**config.mk**
```make
export PLATFORM = sky130hd
export DESIGN_NAME = alu_result_buffer
export DESIGN_NICKNAME = d
export VERILOG_FILES = /design/src/rtl/cpu_pkg.sv /design/src/rtl/alu_result_buffer.sv
export SDC_FILE = /design/constraint.sdc
export NUM_CORES = 1
export LEC_CHECK = 0
export ABC_CLOCK_PERIOD_IN_PS = 3510
export BUFFER_PORTS_ARGS = -buffer_cell sky130_fd_sc_hd__clkbuf_2
export CAP_MARGIN = 10
export CORE_MARGIN = 1
export CORE_UTILIZATION = 35
export DETAILED_ROUTE_END_ITERATION = 7
export PLACE_DENSITY = 0.5
export SLEW_MARGIN = 30
export SYNTH_ARGS = -nofsm -noshare
export SYNTH_HDL_FRONTEND = slang
export SYNTH_SLANG_ARGS = --single-unit
```
**constraint.sdc**
```tcl
create_clock -name clk -period 3.51 [get_ports clk]
set_clock_uncertainty 0.15 [all_clocks]
set_input_delay 0.1755 -clock clk [delete_from_list [all_inputs] [get_ports clk]]
set_output_delay 0.1755 -clock clk [all_outputs]
set_load 0.005 [all_outputs]
```
**src/rtl/cpu_pkg.sv**
```systemverilog
// cpu_pkg: shared CPU datapath definitions.
//   DATA_W       - ALU result width
//   RD_W         - destination register index width
//   alu_result_t - packed ALU result entry {y, zero, rd}
package cpu_pkg;

    localparam int DATA_W = 19;
    localparam int RD_W   = 3;

    typedef struct packed {
        logic [DATA_W-1:0] y;
        logic              zero;
        logic [RD_W-1:0]   rd;
    } alu_result_t;

endpackage

```
**src/rtl/alu_result_buffer.sv**
```systemverilog
// alu_result_buffer: FIFO between the ALU and the writeback stage.
// Every entry holds the ALU result, its zero flag and the destination
// register index. There is no bypass: an entry pushed on one edge shows
// up on out_* in the next cycle at the earliest.
//
// Ports
//   clk, rst                   single clock, synchronous active-high reset
//   in_valid/in_ready          push handshake (in_ready = not full)
//   in_y, in_zero, in_rd       entry to push
//   out_valid/out_ready        pop handshake (out_valid = not empty)
//   out_y, out_zero, out_rd    head entry
//   flush                      drop every buffered entry
//   count                      current occupancy
//   flag_z                     zero flag of the most recently popped entry
//
// DEPTH must be a power of two and at least 2. The pointers then wrap
// naturally, because they are exactly clog2(DEPTH) bits wide.
module alu_result_buffer #(
    parameter int DATA_W = cpu_pkg::DATA_W,
    parameter int RD_W   = cpu_pkg::RD_W,
    parameter int DEPTH  = 4
) (
    input  logic                       clk,
    input  logic                       rst,
    input  logic                       in_valid,
    output logic                       in_ready,
    input  logic [DATA_W-1:0]          in_y,
    input  logic                       in_zero,
    input  logic [RD_W-1:0]            in_rd,
    output logic                       out_valid,
    input  logic                       out_ready,
    output logic [DATA_W-1:0]          out_y,
    output logic                       out_zero,
    output logic [RD_W-1:0]            out_rd,
    input  logic                       flush,
    output logic [$clog2(DEPTH):0]     count,
    output logic                       flag_z
);

    import cpu_pkg::*;

    localparam int PTR_W = $clog2(DEPTH);

    // This mirrors alu_result_t, but it is sized by this instance's parameters.
    typedef struct packed {
        logic [DATA_W-1:0] y;
        logic              zero;
        logic [RD_W-1:0]   rd;
    } entry_t;

    entry_t             mem [DEPTH];
    logic [PTR_W-1:0]   wr_ptr;
    logic [PTR_W-1:0]   rd_ptr;
    logic [PTR_W:0]     cnt;
    logic               push;
    logic               pop;
    entry_t             head;

    // in_ready depends only on occupancy. A full buffer therefore
    // refuses a push even when a pop happens in the same cycle.
    assign in_ready  = (cnt != DEPTH[PTR_W:0]);
    assign out_valid = (cnt != '0);
    assign push      = in_valid && in_ready;
    assign pop       = out_valid && out_ready;

    assign head      = mem[rd_ptr];
    assign out_y     = head.y;
    assign out_zero  = head.zero;
    assign out_rd    = head.rd;
    assign count     = cnt;

    // The storage has no reset. Writes are suppressed under rst/flush so
    // that a dropped push leaves no trace, although slots past the
    // occupancy are don't-care anyway.
    always_ff @(posedge clk) begin
        if (push && !rst && !flush) begin
            mem[wr_ptr] <= '{y: in_y, zero: in_zero, rd: in_rd};
        end
    end

    always_ff @(posedge clk) begin
        if (rst) begin
            wr_ptr <= '0;
            rd_ptr <= '0;
            cnt    <= '0;
            flag_z <= 1'b0;
        end else if (flush) begin
            // flag_z deliberately survives a flush.
            wr_ptr <= '0;
            rd_ptr <= '0;
            cnt    <= '0;
        end else begin
            if (push) wr_ptr <= wr_ptr + 1'b1;
            if (pop) begin
                rd_ptr <= rd_ptr + 1'b1;
                flag_z <= head.zero;
            end
            case ({push, pop})
                2'b10:   cnt <= cnt + 1'b1;
                2'b01:   cnt <= cnt - 1'b1;
                default: cnt <= cnt;
            endcase
        end
    end

endmodule

```
==> results by group, run 1 <==
Status
  • Status: finished clean

Route
  • Drt total wl: 6660 um
  • Drt first pass iters: 4
  • # DRC: 0
  • Vias per cell: 4.67
  • Antenna violation net count after detailed routing: 0
  • Iteration-0 DRC Markers: 77
  • Via count: 1924
  • Avg WL per Cell: 16.2 um

Power
  • Pint: 1820 uW
  • Switching Power: 476 uW
  • Switching share of total power: 20.8%
  • Register share of total power: 58.7%
  • Clk pwr share: 36.5%
  • Leakage power: 0.00167 uW
  • Power per standard cell area: 478 nW/um2
  • Logic pwr share: 4.9%
  • Worst IR Drop VDD: 0.259 mV

Cells and area
  • Layout cells sized above 1: 38.8%
  • Leading cell types in the layout, fill and taps excluded: edfxtp_1, clkbuf_2, dlygate4sd3_1
  • Commonest non-fill, non-tap cell in the layout: edfxtp_1
  • Multi-input gate area: 813 um2
  • Fill cell count: 903
  • Reg area: 2960 um2
  • Fin nets: 305
  • Ant diodes: 0
  • Non-Filler Instances: 412
  • Post-Layout Inst Area: 4800 um2
  • Area growth syn-to-layout: 24.8%

Synth
  • YS warnings: 0
  • Compound-cell area share of the yosys netlist: 1.82%
  • Yosys top cell by area: edfxtp_1
  • Cell variety after synth: 27
  • Area share of fa/ha/maj cells after synthesis: 2.15%
  • Post-synthesis simple-gate area fraction: 2.80%
  • Share of the synthesized area in the top cell type: 71.9%
  • Share of the yosys chip area belonging to registers: 77.1%
  • Synth Cell Area: 3840 um2
  • Multiplexer share of the synthesized area: 13.5%
  • Synthesized area per cell: 21.5 um2
  • Syn Nets: 213
  • Synth Register Bits: 102
  • Post-Synthesis Cells: 179
  • Synth area leaders: edfxtp_1, mux4_2, dfxtp_1
  • Synth Area in XOR/XNOR: 0.911%
  • Largest family of logic cells by synthesized area: multiplexers

Timing
  • Setup TNS: 0 ps
  • Least-Margin Pin Slew: 864 ps
  • Final min period: 2660 ps
  • Fmax: 0.376 GHz
  • Worst rel slew slack: 42.4%
  • RSZ-0062 raised after global routing: false
  • # setup viols final: 0
  • Pins Over Slew Limit: 0
  • Final Hold Vio Count: 0
  • Crit share post-route: 75.9%

Worst setup path
  • Required @ worst endpoint: 3670 ps
  • Crit path kind: flop to flop
  • Worst-path fanout max: 7
  • Worst Setup End Kind: flop
  • CP Data Arrival Time: 2820 ps
  • CP Launch Type: flop

Die
  • Die width: 107 um
  • Die footprint: 11400 um2
  • Initial core utilization: 36.6%
  • Core area: 10500 um2
  • Ports: 57
  • Std cell rows: 37
  • Die Ht: 107 um

Clock tree
  • CTS tree: yes
  • Clock sink count: 102
  • Setup bufs post-CTS: 0
  • Clock Path Buffers: 2
  • Root buffer cell: clkbuf_8
  • CTS H-Tree Depth: 3
  • Clk_lat worst skew: 370 ps
  • CTS buffer count: 9
  • Post-CTS sizing: 0
  • Clk pin slew, worst setup/hold paths: 100 ps

Place
  • Placed Cells: 370
  • Port Buffer Count: 56
  • Detailed Place HPWL: 4180 um
  • RePlAce Congestion: 0.727
  • Placed Area: 4300 um2

Global routing
  • Gr usage total: 12.7%
  • Initial antenna violation count: 0
  • Vias in the first global route: 1932
  • Global-route wire length before repair: 10300 um
  • Largest net degree at the start of global routing: 24
  • Total global routing overflow: 0

Run
  • Max-Cap Viols: 0

Worst hold path
  • Tightest Hold Check Type: input port to flop
## power by group through the flow
stage               combinational (uW)  clock (uW)  sequential (uW)
global route                       123         908             1350
detailed placement                90.3           0             1370
CTS                                113         867             1350
floorplan                         45.5           0             1370
finish                             111         836             1340
global placement                  90.5           0             1370
## sequential cells by signal, summed over array words and instances, names as in the netlist, named ones only
signal and flops:
flag_z 1, wr_ptr 2, count 3, rd_ptr 2, mem 92
## final timing paths
check,start,end,slack [ps],cells after the start
worst max-delay path,count[2],count[2],850,9
worst min-delay path,flush,wr_ptr[1],50,3
worst max register to register,count[2],count[2],850,9
worst min register to register,rd_ptr[1],flop,400,2
## metal layers
metal | GRT usage [%] | vias to the layer above | routed length (um)
met1 | 15.1 | 972 | 2930
met3 | 4.26 | 9 | 261
li1 | - | 905 | -
met2 | 21.2 | 38 | 3380
met4 | 4.70 | 0 | 90
met5 | 0 | - | 0
## cell families after synthesis
logic type	Yosys count
flip-flops	102
buffers and inverters	14
AO/OA/AOI/OAI	11
adder cells (fa/ha/maj)	6
AND/OR/NAND/NOR	19
XOR/XNOR	4
multiplexers	23
## layout make-up
type                       count  share of cell area [%]
tap                          136                    3.55
timing repair buffer          88                    12.2
inverter                       7                   0.548
clock inverter                 7                    2.37
clock buffer                   9                    2.58
sequential                   102                    61.8
multi-input combinational     63                    17.0
## stage by stage
step	worst slack [ps]	hold WS (ps)	util [%]	total power, uW
after detailed placement	865	230	40.9	1460
final	848	54.2	45.6	2290
after floorplan	961	94.6	-	1410
after global placement	910	213	40.9	1460
after CTS	838	35.0	45.6	2330
after global routing	693	67.6	45.6	2380
## critical path, cell delays in order, from the launching register on
cell and delay, ps:
dfxtp_1 420, or3b_1 460, and2_4 210, inv_1 60, ha_1 170, inv_1 60
fa_1 370, xor2_1 160, or3_2 400, a21oi_1 140
## synth_stat cells
cell / instances
a21o_1: 2
a21oi_1: 4
a21oi_2: 1
and2_4: 1
and3_1: 4
buf_1: 2
buf_2: 1
buf_4: 2
buf_6: 1
clkbuf_1: 1
dfxtp_1: 10
edfxtp_1: 92
fa_1: 1
ha_1: 5
inv_1: 7
mux4_2: 23
nand3_1: 2
nand3b_1: 1
nor2_1: 7
o21ai_0: 2
o311ai_0: 1
o31ai_1: 1
or2_2: 1
or3_2: 2
or3b_1: 1
xnor2_1: 1
xor2_1: 3
## timing repair
item / 4_1_cts / 5_1_grt
endpoints found under the hold margin: 95 / 0
hold buffers: 26 / 0
endpoints found under the setup margin: 0 / 0
No activity file was read; power rests on OpenSTA's default activity.
==> inputs of run 2 (changes only) <==
- ABC_AREA: default -> 1
- ABC_CLOCK_PERIOD_IN_PS: 3510 -> 2300
- PLACE_DENSITY: 0.5 -> 0.52
- clock period: 3.51 -> 2.3 ns (I/O delays scaled with it)
==> results by group, run 2 <==
Worst hold path
  • Tightest Hold Check Type: input port to flop
  • Hold endpoint: flag_z
  • Hold depth: 5 (+2)
  • Worst Min Path Start: flush

Cells and area
  • Ant diodes: 0 (unchanged)
  • Non-Filler Instances: 539 (+31%)
  • Top reg by flops: mem
  • Commonest non-fill, non-tap cell in the layout: edfxtp_1
  • Leading cell types in the layout, fill and taps excluded: edfxtp_1, clkbuf_2, nor2_1
  • Max reg flops: 92 (unchanged)
  • Layout cells sized above 1: 24.3% (-14 points)
  • Fill cell count: 1047 (+16%)
  • Area growth syn-to-layout: 24.5%
  • Fin nets: 428 (+40%)

Worst setup path
  • Worst-path fanout max: 23 (+16)
  • Critical R2R Capture: count[2]
  • CP Launch Type: flop
  • CP Data Arrival Time: 1830 ps (-990 ps)
  • Worst Setup End Kind: output pin
  • Largest stage delay, worst path: 500 ps (+40 ps)
  • Reg2reg start: count[2]
  • Worst Reg-to-Reg Cells: 13 (+4)
  • R2R Setup Slk: 430 ps (-420 ps)
  • Crit-path cells: inv_2 > o21ai_0 > o22ai_1 > clkbuf_2
  • Crit path kind: flop to output pin
  • Required @ worst endpoint: 2040 ps (-1630 ps)
  • CP max stage cell: dfxtp_1

Synth
  • Yosys top cell by area: edfxtp_1
  • Synth area leaders: edfxtp_1, dfxtp_1, nor2_1
  • Prevailing post-synth register cell: edfxtp_1
  • Synth Cell Area: 4020 um2 (+4.7%)
  • Post-synth EDFFs: 92 (unchanged)
  • Synth top cells by count: edfxtp_1, nor2_1, o21ai_0, inv_1, o22ai_1
  • Synthesized area per cell: 13.1 um2 (-39%)
  • Share of the synthesized area in the top cell type: 68.7% (-3.2 points)
  • Fraction of registers with async set or reset after synthesis: 0% (unchanged)
  • Post-Synthesis Cells: 306 (+71%)
  • YS warnings: 0 (unchanged)
  • Syn Nets: 340 (+60%)
  • Cell variety after synth: 21 (-22%)
  • Share of the yosys chip area belonging to registers: 73.6% (-3.4 points)
  • Count leader, synth: edfxtp_1
  • Synth Register Bits: 102 (unchanged)

Route
  • Highest routed metal layer: met4
  • Drt total wl: 7850 um (+18%)
  • Avg WL per Cell: 14.6 um (-10%)
  • Iteration-0 DRC Markers: 100 (+30%)
  • Length of routed met2 wiring: 3970 um (+18%)
  • # DRC: 0 (unchanged)
  • WL met3: 309 um (+18%)
  • Antenna violation net count after detailed routing: 0 (unchanged)
  • Drt first pass iters: 6 (+2)
  • DRT met1 WL: 3490 um (+19%)
  • Vias per cell: 4.71 (+0.79%)
  • Via count: 2537 (+32%)

Global routing
  • Total global routing overflow: 0 (unchanged)
  • Initial antenna violation count: 0 (unchanged)
  • Vias in the first global route: 2482 (+28%)
  • Gr usage total: 14.3% (+1.7 points)
  • Global-route wire length before repair: 12400 um (+20%)
  • Largest net degree at the start of global routing: 47 (+96%)

Die
  • Initial core utilization: 36.5% (-0.11 points)
  • Die Ht: 109 um (+2.3%)
  • Ports: 57 (unchanged)
  • Std cell rows: 38 (+2.7%)
  • Core area: 11000 um2 (+5.0%)
  • Die width: 109 um (+2.3%)
  • Die footprint: 11900 um2 (+4.6%)

Timing
  • Crit share post-route: 91.1%
  • RSZ-0062 raised after global routing: false
  • Final Hold Vio Count: 0 (unchanged)
  • Worst rel slew slack: 58.9% (+16 points)
  • Least-Margin Pin Slew: 617 ps (-247 ps)
  • Fmax: 0.477 GHz
  • Final min period: 2090 ps
  • Setup TNS: 0 ps (unchanged)
  • # setup viols final: 0 (unchanged)
  • Pins Over Slew Limit: 0 (unchanged)

Clock tree
  • Clk pin slew, worst setup/hold paths: 70 ps (-30 ps)
  • Clk_lat worst skew: 340 ps (-30 ps)
  • Clock Path Buffers: 2 (unchanged)
  • CTS buffer count: 9 (unchanged)
  • CTS tree: yes
  • CTS H-Tree Depth: 3 (unchanged)
  • Setup bufs post-CTS: 0 (unchanged)
  • Root buffer cell: clkbuf_16
  • Clock sink count: 102 (unchanged)

Power
  • Leakage power: 0.00185 uW (+11%)
  • Worst IR Drop VDD: 0.307 mV (+19%)
  • Power per standard cell area: 726 nW/um2 (+52%)

Status
  • Status: finished clean

Place
  • RePlAce Congestion: 0.685 (-5.7%)
  • Placed Cells: 497 (+34%)
  • Port Buffer Count: 56 (unchanged)
  • Detailed Place HPWL: 4700 um (+12%)

Run
  • Max-Cap Viols: 0 (unchanged)
## run 2: cell types whose count changed in the layout (fill, tap and decap cells not counted), moves of 4 or more
cell       change
o22ai_1       +22
and3_1         -4
nand2_2        +7
clkbuf_8       -9
o21ai_0       +26
mux4_2        -23
nand2_1       +15
nor2_2         +6
inv_1         +16
nand3_1        +5
nor2_1        +41
o21ai_1       +18
clkbuf_16      +9
## run 2: routing by layer
| layer | up-vias | GRT usage [%] |
|---|---|---|
| met5 | - | 0 |
| met4 | 0 | 4.86 |
| met3 | 9 | 3.95 |
| met2 | 48 | 24.8 |
| met1 | 1211 | 17.1 |
| li1 | 1269 | - |
## run 2: how the worst max path moves through the flow
stage                      endpoint  cells past startpoint  slack (ps)  startpoint
after CTS                  out_y[6]                      4         140        flop
after global routing      out_y[11]                      4          50        flop
final                      out_y[6]                      4         210        flop
after detailed placement   count[2]                     13         440    count[2]
after floorplan           mem[0][0]                      4          70    count[1]
after global placement     count[2]                     12         450    count[1]
## run 2: cells by family after synthesis
kind of cell    count (synthesis)  share of synthesized area, %
compound gates                 75                          10.0
flops                         102                          73.6
fa+ha+maj                       6                          2.05
buf+inv                        38                          5.29
simple gates                   85                          9.02
## run 2: metrics by stage
| stage | power, uW | instance area (um2) | setup slack [ps] | util [%] | hold slack [ps] |
|---|---|---|---|---|---|
| floorplan | 2190 | 4020 | 73.5 | - | 63.9 |
| global placement | 2280 | 4480 | 454 | 40.6 | 187 |
| detailed placement | 2280 | 4480 | 436 | 40.6 | 184 |
| CTS | 3690 | 5010 | 138 | 45.4 | 17.2 |
| global route | 3780 | 5010 | 51.0 | 45.4 | 63.1 |
| finish | 3640 | 5010 | 206 | 45.4 | 20.3 |
## run 2: what timing repair did
action	in CTS	in global routing
setup endpoints to repair	0	0
gates resized for setup	0	0
hold endpoints to repair	99	0
hold buffers	26	0
## run 2: critical path, delay by kind of cell (launching register included)
family,cells,cell delay (ps)
AOI/OAI and AO/OA,2,380
buffers and inverters,2,620
DFF,1,500
## run 2: final cells by class
type | instances | area, um2 | area share (%)
Timing Repair Buffer | 90 | 638 | 12.7
Clock buffer | 9 | 225 | 4.49
Sequential cell | 102 | 2960 | 59.2
Inverter | 25 | 101 | 2.02
Clock inverter | 7 | 48.8 | 0.974
Tap cell | 140 | 175 | 3.50
Multi-Input combinational cell | 166 | 858 | 17.1
## run 2: power by group
group          switching, uW  internal [uW]
Combinational            115           99.7
Clock                    632            734
Sequential              14.6           2040
Total                    762           2880
==> inputs of run 3 (changes only) <==
- ABC_AREA: 1 -> default
==> results by group, run 3 (synthesized netlist as in run 1, its figures left out) <==
Status
  • Status: finished clean

Global routing
  • Initial antenna violation count: 0 (unchanged)
  • Largest net degree at the start of global routing: 24 (-49%)
  • Global-route wire length before repair: 10800 um (-13%)
  • Gr usage total: 12.7% (-1.6 points)
  • Total global routing overflow: 0 (unchanged)
  • Vias in the first global route: 2090 (-16%)

Die
  • Die Ht: 107 um (-2.2%)
  • Initial core utilization: 36.6% (+0.11 points)
  • Core area: 10500 um2 (-4.7%)
  • Die width: 107 um (-2.2%)
  • Die footprint: 11400 um2 (-4.4%)
  • Ports: 57 (unchanged)
  • Std cell rows: 37 (-2.6%)

Clock tree
  • CTS buffer count: 9 (unchanged)
  • Root buffer cell: clkbuf_8
  • Clk_lat worst skew: 340 ps (about the same)
  • Clock sink count: 102 (unchanged)
  • CTS H-Tree Depth: 3 (unchanged)
  • Clk pin slew, worst setup/hold paths: 90 ps (+20 ps)
  • CTS tree: yes
  • Clock Path Buffers: 2 (unchanged)

Power
  • Power per standard cell area: 702 nW/um2 (-3.3%)
  • Logic pwr share: 5.6% (-0.3 points)
  • Register share of total power: 59.8% (+3.3 points)
  • Worst IR Drop VDD: 0.361 mV (+18%)
  • Switching share of total power: 19.5% (-1.4 points)
  • Clk pwr share: 34.7% (-2.9 points)
  • Switching Power: 668 uW (-12%)
  • Leakage power: 0.00170 uW (-8.0%)
  • Pint: 2750 uW (-4.3%)

Route
  • Iteration-0 DRC Markers: 58 (-42%)
  • Avg WL per Cell: 15.9 um (+9.1%)
  • Via count: 1946 (-23%)
  • Drt first pass iters: 4 (-2)
  • Antenna violation net count after detailed routing: 0 (unchanged)
  • Vias per cell: 4.64 (-1.3%)
  • Drt total wl: 6650 um (-15%)
  • # DRC: 0 (unchanged)

Cells and area
  • Fill cell count: 905 (-14%)
  • Max reg flops: 92 (unchanged)
  • Ant diodes: 0 (unchanged)
  • Fin nets: 312 (-27%)
  • Commonest non-fill, non-tap cell in the layout: edfxtp_1
  • Leading cell types in the layout, fill and taps excluded: edfxtp_1, clkbuf_2, dlygate4sd3_1
  • Fin util: 46.4% (+0.95 points)
  • Top reg by flops: mem
  • Layout cells sized above 1: 42.8% (+18 points)
  • Area growth syn-to-layout: 26.7%

Place
  • Pre-CTS setup slack: 21.0 ps (-415 ps)
  • Detailed Place HPWL: 4220 um (-10%)
  • Port Buffer Count: 56 (unchanged)
  • RePlAce Congestion: 0.699 (+1.9%)

Worst setup path
  • CP max stage cell: or3b_1
  • Crit path kind: flop to flop
  • Worst-path fanout max: 2 (-91%)
  • Required @ worst endpoint: 2430 ps (+390 ps)
  • Worst Setup End Kind: flop
  • CP Launch Type: flop
  • Most frequent cell on the critical path: inv_2
  • Largest stage delay, worst path: 360 ps (-140 ps)
  • CP Data Arrival Time: 2400 ps (+570 ps)
  • Crit-path cells: or3b_1 > and2_4 > inv_2 > ha_4 > inv_2 > fa_2 > xor2_2 > or3_4 > a21oi_2

Timing
  • Final min period: 2270 ps (+172 ps)
  • Final worst setup slack: 33.7 ps (-172 ps)
  • RSZ-0062 raised after global routing: true
  • Setup TNS: 0 ps (unchanged)
  • Crit share post-route: 98.5% (+7.5 points)
  • Worst hold margin: 31.9 ps (+11.6 ps)
  • Final Hold Vio Count: 0 (unchanged)
  • # setup viols final: 0 (unchanged)
  • Pins Over Slew Limit: 0 (unchanged)
  • Fmax: 0.441 GHz (-7.6%)
  • Worst rel slew slack: 70.6% (+12 points)
  • Least-Margin Pin Slew: 435 ps (-182 ps)

Run
  • Max-Cap Viols: 0 (unchanged)

Worst hold path
  • Tightest Hold Check Type: input port to flop
run 3: changes by cell type in the layout (fill, tap and decap cells not counted), sizes merged, moves of 3 or more:
cell	previous run	this run
o21ai	46	2
and3	0	4
inv	27	7
nand3	9	2
nor2	54	7
buf	8	13
xor2	0	3
mux4	0	23
o22ai	22	0
nand2	22	0
run 3: final cells by class:
| class | instances | area, um2 | share of cell area [%] |
|---|---|---|---|
| sequential | 102 | 2970 | 60.9 |
| multi-input combinational | 63 | 843 | 17.3 |
| timing repair buffer | 95 | 651 | 13.4 |
| tap | 136 | 170 | 3.49 |
| clock buffer | 10 | 128 | 2.62 |
| clock inverter | 6 | 86.3 | 1.77 |
| inverter | 7 | 26.3 | 0.539 |
run 3: power groups by stage:
stage	Clock [uW]	Combinational, uW	Sequential [uW]
2_1_floorplan	0	73.9	2090
3_3_place_gp	0	153	2090
3_5_place_dp	0	155	2090
4_1_cts	1230	193	2050
5_1_grt	1290	209	2050
6_report	1190	190	2040
run 3: path summary, 6_finish.rpt:
path | start | end | slack, ps | cells past startpoint
worst max-delay path | count[0] | count[2] | 30 | 9
worst max register to register | count[0] | count[2] | 30 | 9
worst min-delay path | flush | count[2] | 30 | 3
worst min register to register | rd_ptr[0] | rd_ptr[0] | 400 | 2
run 3: per-stage QoR:
step	instances	area (um2)	power (uW)
floorplan	179	3870	2160
global placement	376	4380	2240
detailed placement	376	4380	2240
CTS	419	4870	3460
global route	419	4870	3550
finish	419	4870	3420
run 3: routing by layer:
metal	track usage (%)	wire length [um]	vias to the layer above
met5	0	0	-
met3	2.37	195	9
met4	4.70	97	0
li1	-	-	914
met1	15.6	3050	984
met2	22.3	3300	39
run 3: critical path, delay by kind of cell (launching register included):
family | cells | cell delay, ps
XOR/XNOR | 1 | 150
AO/OA/AOI/OAI | 1 | 130
flip-flops | 1 | 350
AND/OR/NAND/NOR | 3 | 840
adder cells (fa/ha/maj) | 2 | 480
buffers and inverters | 2 | 100
run 3: repair_timing:
action | 4_1_cts | 5_1_grt
endpoints found under the setup margin | 1 | 1
pin swaps | 0 | 4
endpoints found under the hold margin | 95 | 0
gates resized for setup | 1 | 1
setup buffers | 1 | 0
hold buffers | 26 | 0
